--- config.mk ---
export PLATFORM = sky130hd
export DESIGN_NAME = ps2_host_tx
export DESIGN_NICKNAME = d
export VERILOG_FILES = /design/src/rtl/ps2_host_tx.sv
export SDC_FILE = /design/constraint.sdc
export NUM_CORES = 1
export LEC_CHECK = 0
export ABC_AREA = 0
export CAP_MARGIN = 30
export CORE_MARGIN = 2
export CORE_UTILIZATION = 45
export CTS_BUF_LIST = sky130_fd_sc_hd__clkbuf_4 sky130_fd_sc_hd__clkbuf_8 sky130_fd_sc_hd__clkbuf_16
export DETAILED_ROUTE_END_ITERATION = 8
export GPL_ROUTABILITY_DRIVEN = 0
export PLACE_DENSITY = 0.64
export SYNTH_ARGS = -nofsm -noshare
export SYNTH_HDL_FRONTEND = slang
export SYNTH_SLANG_ARGS = --single-unit
export TNS_END_PERCENT = 20
--- constraint.sdc ---
create_clock -name clk -period 2.7 [get_ports clk]
set_input_delay 0.54 -clock clk [delete_from_list [all_inputs] [get_ports clk]]
set_output_delay 0.54 -clock clk [all_outputs]
set_load 0.03 [all_outputs]
--- src/rtl/ps2_host_tx.sv ---
// ps2_host_tx -- host-to-device PS/2 transmitter.
// Sends one command byte to the device over the open-drain PS2_CLK/PS2_DAT lines
// (inhibit, request-to-send, 8 data bits LSB first, odd parity, stop), then checks
// the device ACK and waits for the bus to return idle.
// Ports:
//   clk, rst              system clock, asynchronous active-high reset
//   tx_data[7:0]          byte to send, captured when tx_start is accepted
//   tx_start              one-cycle request, accepted only while idle
//   busy                  transfer in progress
//   done / err            one-cycle result pulses (ACK seen / no ACK or timeout)
//   ps2_clk_in/dat_in     raw pad levels
//   ps2_clk_oe/dat_oe     1 = pull the corresponding line low
module ps2_host_tx #(
  parameter int unsigned CLK_HZ     = 50000000,
  parameter int unsigned INHIBIT_US = 100,
  parameter int unsigned TIMEOUT_MS = 15
) (
  input  logic       clk,
  input  logic       rst,
  input  logic [7:0] tx_data,
  input  logic       tx_start,
  output logic       busy,
  output logic       done,
  output logic       err,
  input  logic       ps2_clk_in,
  input  logic       ps2_dat_in,
  output logic       ps2_clk_oe,
  output logic       ps2_dat_oe
);

  localparam int unsigned T_INH     = (CLK_HZ / 1000000) * INHIBIT_US;
  localparam int unsigned T_TO      = (CLK_HZ / 1000) * TIMEOUT_MS;
  localparam logic [19:0] INH_LAST  = 20'(T_INH - 1);
  localparam logic [19:0] TO_LAST   = 20'(T_TO - 1);

  typedef enum logic [2:0] {
    ST_IDLE,
    ST_INHIBIT,
    ST_RTS,
    ST_SHIFT,
    ST_ACK,
    ST_WAITIDLE
  } state_t;

  state_t      r_state;
  logic [19:0] r_timer;
  logic [3:0]  r_bitcnt;
  logic [7:0]  r_shreg;
  logic        r_par;
  logic        r_ack_ok;
  logic        r_busy;
  logic        r_done;
  logic        r_err;
  logic        r_clk_oe;
  logic        r_dat_oe;

  logic [1:0]  r_clk_sync;
  logic [1:0]  r_dat_sync;
  logic [7:0]  r_clk_hist;
  logic        r_clk_filt;
  logic        r_fall;
  logic        w_dat;
  logic        w_timeout;

  assign w_dat = r_dat_sync[1];

  // Synchronisers and clock filter idle high so that reset never looks like a fall.
  always_ff @(posedge clk or posedge rst) begin
    if (rst) begin
      r_clk_sync <= '1;
      r_dat_sync <= '1;
      r_clk_hist <= '1;
      r_clk_filt <= 1'b1;
      r_fall     <= 1'b0;
    end else begin
      r_clk_sync <= {r_clk_sync[0], ps2_clk_in};
      r_dat_sync <= {r_dat_sync[0], ps2_dat_in};
      r_clk_hist <= {r_clk_hist[6:0], r_clk_sync[1]};
      r_fall     <= 1'b0;
      if (r_clk_hist == '1) begin
        r_clk_filt <= 1'b1;
      end else if (r_clk_hist == '0) begin
        r_clk_filt <= 1'b0;
        // Pulses in the same cycle the filtered level drops.
        r_fall     <= r_clk_filt;
      end
    end
  end

  assign w_timeout = (r_state inside {ST_RTS, ST_SHIFT, ST_ACK, ST_WAITIDLE}) &&
                     (r_timer == TO_LAST);

  always_ff @(posedge clk or posedge rst) begin
    if (rst) begin
      r_state  <= ST_IDLE;
      r_timer  <= '0;
      r_bitcnt <= '0;
      r_shreg  <= '0;
      r_par    <= 1'b0;
      r_ack_ok <= 1'b0;
      r_busy   <= 1'b0;
      r_done   <= 1'b0;
      r_err    <= 1'b0;
      r_clk_oe <= 1'b0;
      r_dat_oe <= 1'b0;
    end else begin
      r_done  <= 1'b0;
      r_err   <= 1'b0;
      r_timer <= r_timer + 20'd1;
      unique case (r_state)
        ST_IDLE: begin
          r_timer <= '0;
          // A start coinciding with a result pulse is dropped.
          if (tx_start && !r_done && !r_err) begin
            r_shreg  <= tx_data;
            r_par    <= ~^tx_data;
            r_bitcnt <= '0;
            r_ack_ok <= 1'b0;
            r_busy   <= 1'b1;
            r_clk_oe <= 1'b1;
            r_dat_oe <= 1'b0;
            r_state  <= ST_INHIBIT;
          end
        end
        ST_INHIBIT: begin
          if (r_timer == INH_LAST) begin
            r_dat_oe <= 1'b1;
            r_timer  <= '0;
            r_state  <= ST_RTS;
          end
        end
        ST_RTS: begin
          r_clk_oe <= 1'b0;
          r_state  <= ST_SHIFT;
        end
        ST_SHIFT: begin
          if (r_fall) begin
            r_bitcnt <= r_bitcnt + 4'd1;
            if (r_bitcnt < 4'd8) begin
              r_dat_oe <= ~r_shreg[0];
              r_shreg  <= {1'b0, r_shreg[7:1]};
            end else if (r_bitcnt == 4'd8) begin
              r_dat_oe <= ~r_par;
            end else begin
              r_dat_oe <= 1'b0;
              r_state  <= ST_ACK;
            end
          end
        end
        ST_ACK: begin
          if (r_fall) begin
            r_bitcnt <= r_bitcnt + 4'd1;
            r_ack_ok <= ~w_dat;
            r_state  <= ST_WAITIDLE;
          end
        end
        ST_WAITIDLE: begin
          if (r_clk_filt && w_dat) begin
            r_done  <= r_ack_ok;
            r_err   <= ~r_ack_ok;
            r_busy  <= 1'b0;
            r_state <= ST_IDLE;
          end
        end
        default: begin
          r_state <= ST_IDLE;
        end
      endcase
      // Timeout overrides whatever the state logic decided this cycle.
      if (w_timeout) begin
        r_clk_oe <= 1'b0;
        r_dat_oe <= 1'b0;
        r_done   <= 1'b0;
        r_err    <= 1'b1;
        r_busy   <= 1'b0;
        r_state  <= ST_IDLE;
      end
    end
  end

  assign busy       = r_busy;
  assign done       = r_done;
  assign err        = r_err;
  assign ps2_clk_oe = r_clk_oe;
  assign ps2_dat_oe = r_dat_oe;

endmodule

==> out/metrics.cfg <==
[place]
hpwl_um = 3756
port_buffers = 17

[clock_network]
cts_max_path_buffers = 2
cts_tree = yes
ctsHoldBuffers = 0
insertion_delay_ns = 0.30
post_cts_buffers = 0
cts_buffers = 5
cts_htree_levels = 2
cts_root_buf = clkbuf_8
clkTransAtPathRegs_ns = 0.09
ctsResizeCount = 0
cts_sinks = 56

[sta]
worst_slew_pin_slew_ns = 0.6292
rsz0062_at_grt = no
post-route-min-period_ns = 2.319
tns_ns = 0
setup_violations = 0
skew_ns = 0.01093
hold_viol = 0
final-max-slew-violation-count = 0
period_share = 0.8590
max_slew_margin = 0.5767
fmax_mhz = 431.1
hold-worst-slack_ns = 0.3600

[yosys]
syn_nets = 299
synthCells = 283
synth.avg_cell_area_um2 = 9.775
yosys_register_bits = 56
synth_area_um2 = 2766
ys_warn_count = 0
synth_cell_types = 48
yosysSeqAreaShare = 0.5124

[routing]
drtAntennaViolNets = 0
first_pass_iters = 4
drtIter0Drc = 82
wirelength_um = 5181
routed_via_density = 5.319
wire_per_inst_um = 13.78
vias = 2000
drc_errors = 0

[floorplan]
start_util = 0.4672
ioPinCount = 18
die_w_um = 82.41
core_area_um2 = 5921
die_y_um = 82.41
die-area_um2 = 6791
placementRows = 28

[grt]
grt.total_usage = 0.1732
antenna_found_initial = 0
grt_pass1_wl_um = 8935
grt_pass1_vias = 1925
grt_max_degree = 31
grt_overflow_total = 0

[flow_run]
maxCapViolations = 0

[cells_and_area]
diodes = 0
layout-drive-gt1-share = 0.1196
nets = 316
area_growth_pct = 12.62

[run_status]
status = completed

[critical_path]
setup.worst_path.class = in -> reg
crit_required_ns = 2.93
cp-end-kind = flop
worstPathMaxFanout = 4
arrival_ns = 2.55
start_kind = primary input

[pwr]
p_leak_nw = 1.267
power_density_nw_per_um2 = 633.1
irDropWorstVdd_uv = 284.4

[min_path]
hold_class = reg -> reg

-- cell usage after synthesis, drive strengths merged --
master / n / area, um2
a21boi: 1 / 7.510
and4: 1 / 8.760
nand2: 31 / 116.4
o31a: 1 / 8.760
or4b: 1 / 13.76
xnor2: 18 / 157.7
xor2: 10 / 87.58
a2bb2oi: 1 / 8.760
a41oi: 1 / 8.760
a2111oi: 1 / 27.53
nand3: 10 / 50.05
o221ai: 1 / 8.760
mux2: 1 / 11.26
nor3: 4 / 20.02
and2: 3 / 18.77
a31oi: 7 / 43.79
and3: 4 / 25.02
nand4: 8 / 50.05
a21o: 1 / 7.510
dfstp: 13 / 341.6
nor4b: 1 / 8.760
clkbuf: 10 / 37.54
nand3b: 2 / 15.01
a311o: 1 / 20.02
o22ai: 2 / 12.51
buf: 2 / 16.26
and3b: 1 / 8.760
a22oi: 3 / 22.52
or2: 3 / 21.27
and4b: 1 / 10.01
nor4: 7 / 43.79
or3b: 1 / 8.760
nand4b: 2 / 17.52
nand2b: 2 / 12.51
mux2i: 2 / 20.02
inv: 10 / 37.54
nor2b: 3 / 18.77
nor2: 43 / 161.4
a32o: 1 / 10.01
nor3b: 4 / 30.03
a211oi: 1 / 12.51
ha: 3 / 37.54
o21ai: 11 / 55.05
dfrtp: 43 / 1076
a21oi: 6 / 30.03
-- per-layer routing --
metal | global-route usage | vias up | routed length [um]
li1 | - | 1007 | -
met1 | 0.2453 | 969 | 2614
met2 | 0.2661 | 19 | 2408
met3 | 0.03370 | 5 | 100
met4 | 0.05833 | 0 | 57
met5 | 0 | - | 0
-- cell usage in the layout (no fill, tap or decap), drive strengths merged, types with 5 or more instances in the layout --
cell type      instances
xor2                  10
xnor2                 18
nor4                   7
a21oi                  6
nor2                  43
clkbuf                 7
clkdlybuf4s50         17
nand3                 10
o21ai                 11
nand2                 31
dfstp                 13
inv                   10
nand4                  8
buf                    5
dfrtp                 43
a31oi                  7
-- state kept, by name, indices dropped and copies added (netlist names) --
register,count
r_timer,20
r_clk_hist,8
r_shreg,8
r_bitcnt,4
r_state,3
r_clk_sync,2
r_dat_sync,2
busy,1
done,1
err,1
ps2_clk_oe,1
ps2_dat_oe,1
r_ack_ok,1
r_clk_filt,1
r_fall,1
r_par,1
-- path summary, 6_finish.rpt --
kind | slack [ns] | from | end | cells past startpoint
worst max-delay path | 0.38 | tx_start | ps2_dat_oe | 6
worst min-delay path | 0.36 | r_clk_sync[0] | r_clk_sync[1] | 0
worst max register to register | 0.47 | r_timer[11] | r_state[0] | 5
worst min register to register | 0.36 | r_clk_sync[0] | r_clk_sync[1] | 0
max in group asynchronous | 1.47 | rst | r_clk_hist[3] | 3
min in group asynchronous | 0.61 | rst | r_shreg[5] | 2
-- report_power, final --
part           internal (mW)  switching, mW
sequential             0.960         0.0999
clock                  0.203          0.258
combinational          0.204          0.247
total                   1.37          0.605
-- final cells by class --
cell class,count,area [um2]
clock inverters,1,5.005
repair buffers,22,220.2
well taps,75,93.84
clock buffers,7,83.83
flip-flops and latches,56,1418
multi-input cells,205,1257
fillers,563,2805
inverters,10,37.54
-- cells by family after synthesis --
kind of cell	count (synthesis)	synth area share
buffers and inverters	22	0.03302
AOI/OAI and AO/OA	39	0.1027
and+or+nand+nor	132	0.2384
adders and majority gates	3	0.01357
muxes	3	0.01131
DFF	56	0.5124
xor gates and xnor gates	28	0.08865
-- worst max-delay path, stage by stage --
cell	delay [ns]
clkdlybuf4s50_1	0.47
or3b_2	0.47
and2_1	0.16
a311o_4	0.41
a2111oi_4	0.29
mux2i_1	0.21
-- through the flow --
stage | total power, mW | util | std cells | setup WS [ns] | area [um2]
3_3_place_gp | 1.521 | 0.5112 | 368 | 0.1006 | 3027
6_report | 1.972 | 0.5262 | 376 | 0.3806 | 3115
2_1_floorplan | 1.396 | - | 283 | 0.6254 | 2766
5_1_grt | 2.101 | 0.5262 | 376 | 0.2745 | 3115
3_5_place_dp | 1.535 | 0.5112 | 368 | 0.05900 | 3027
4_1_cts | 1.998 | 0.5262 | 376 | 0.3752 | 3115
Power figures use the tool's default switching activity.
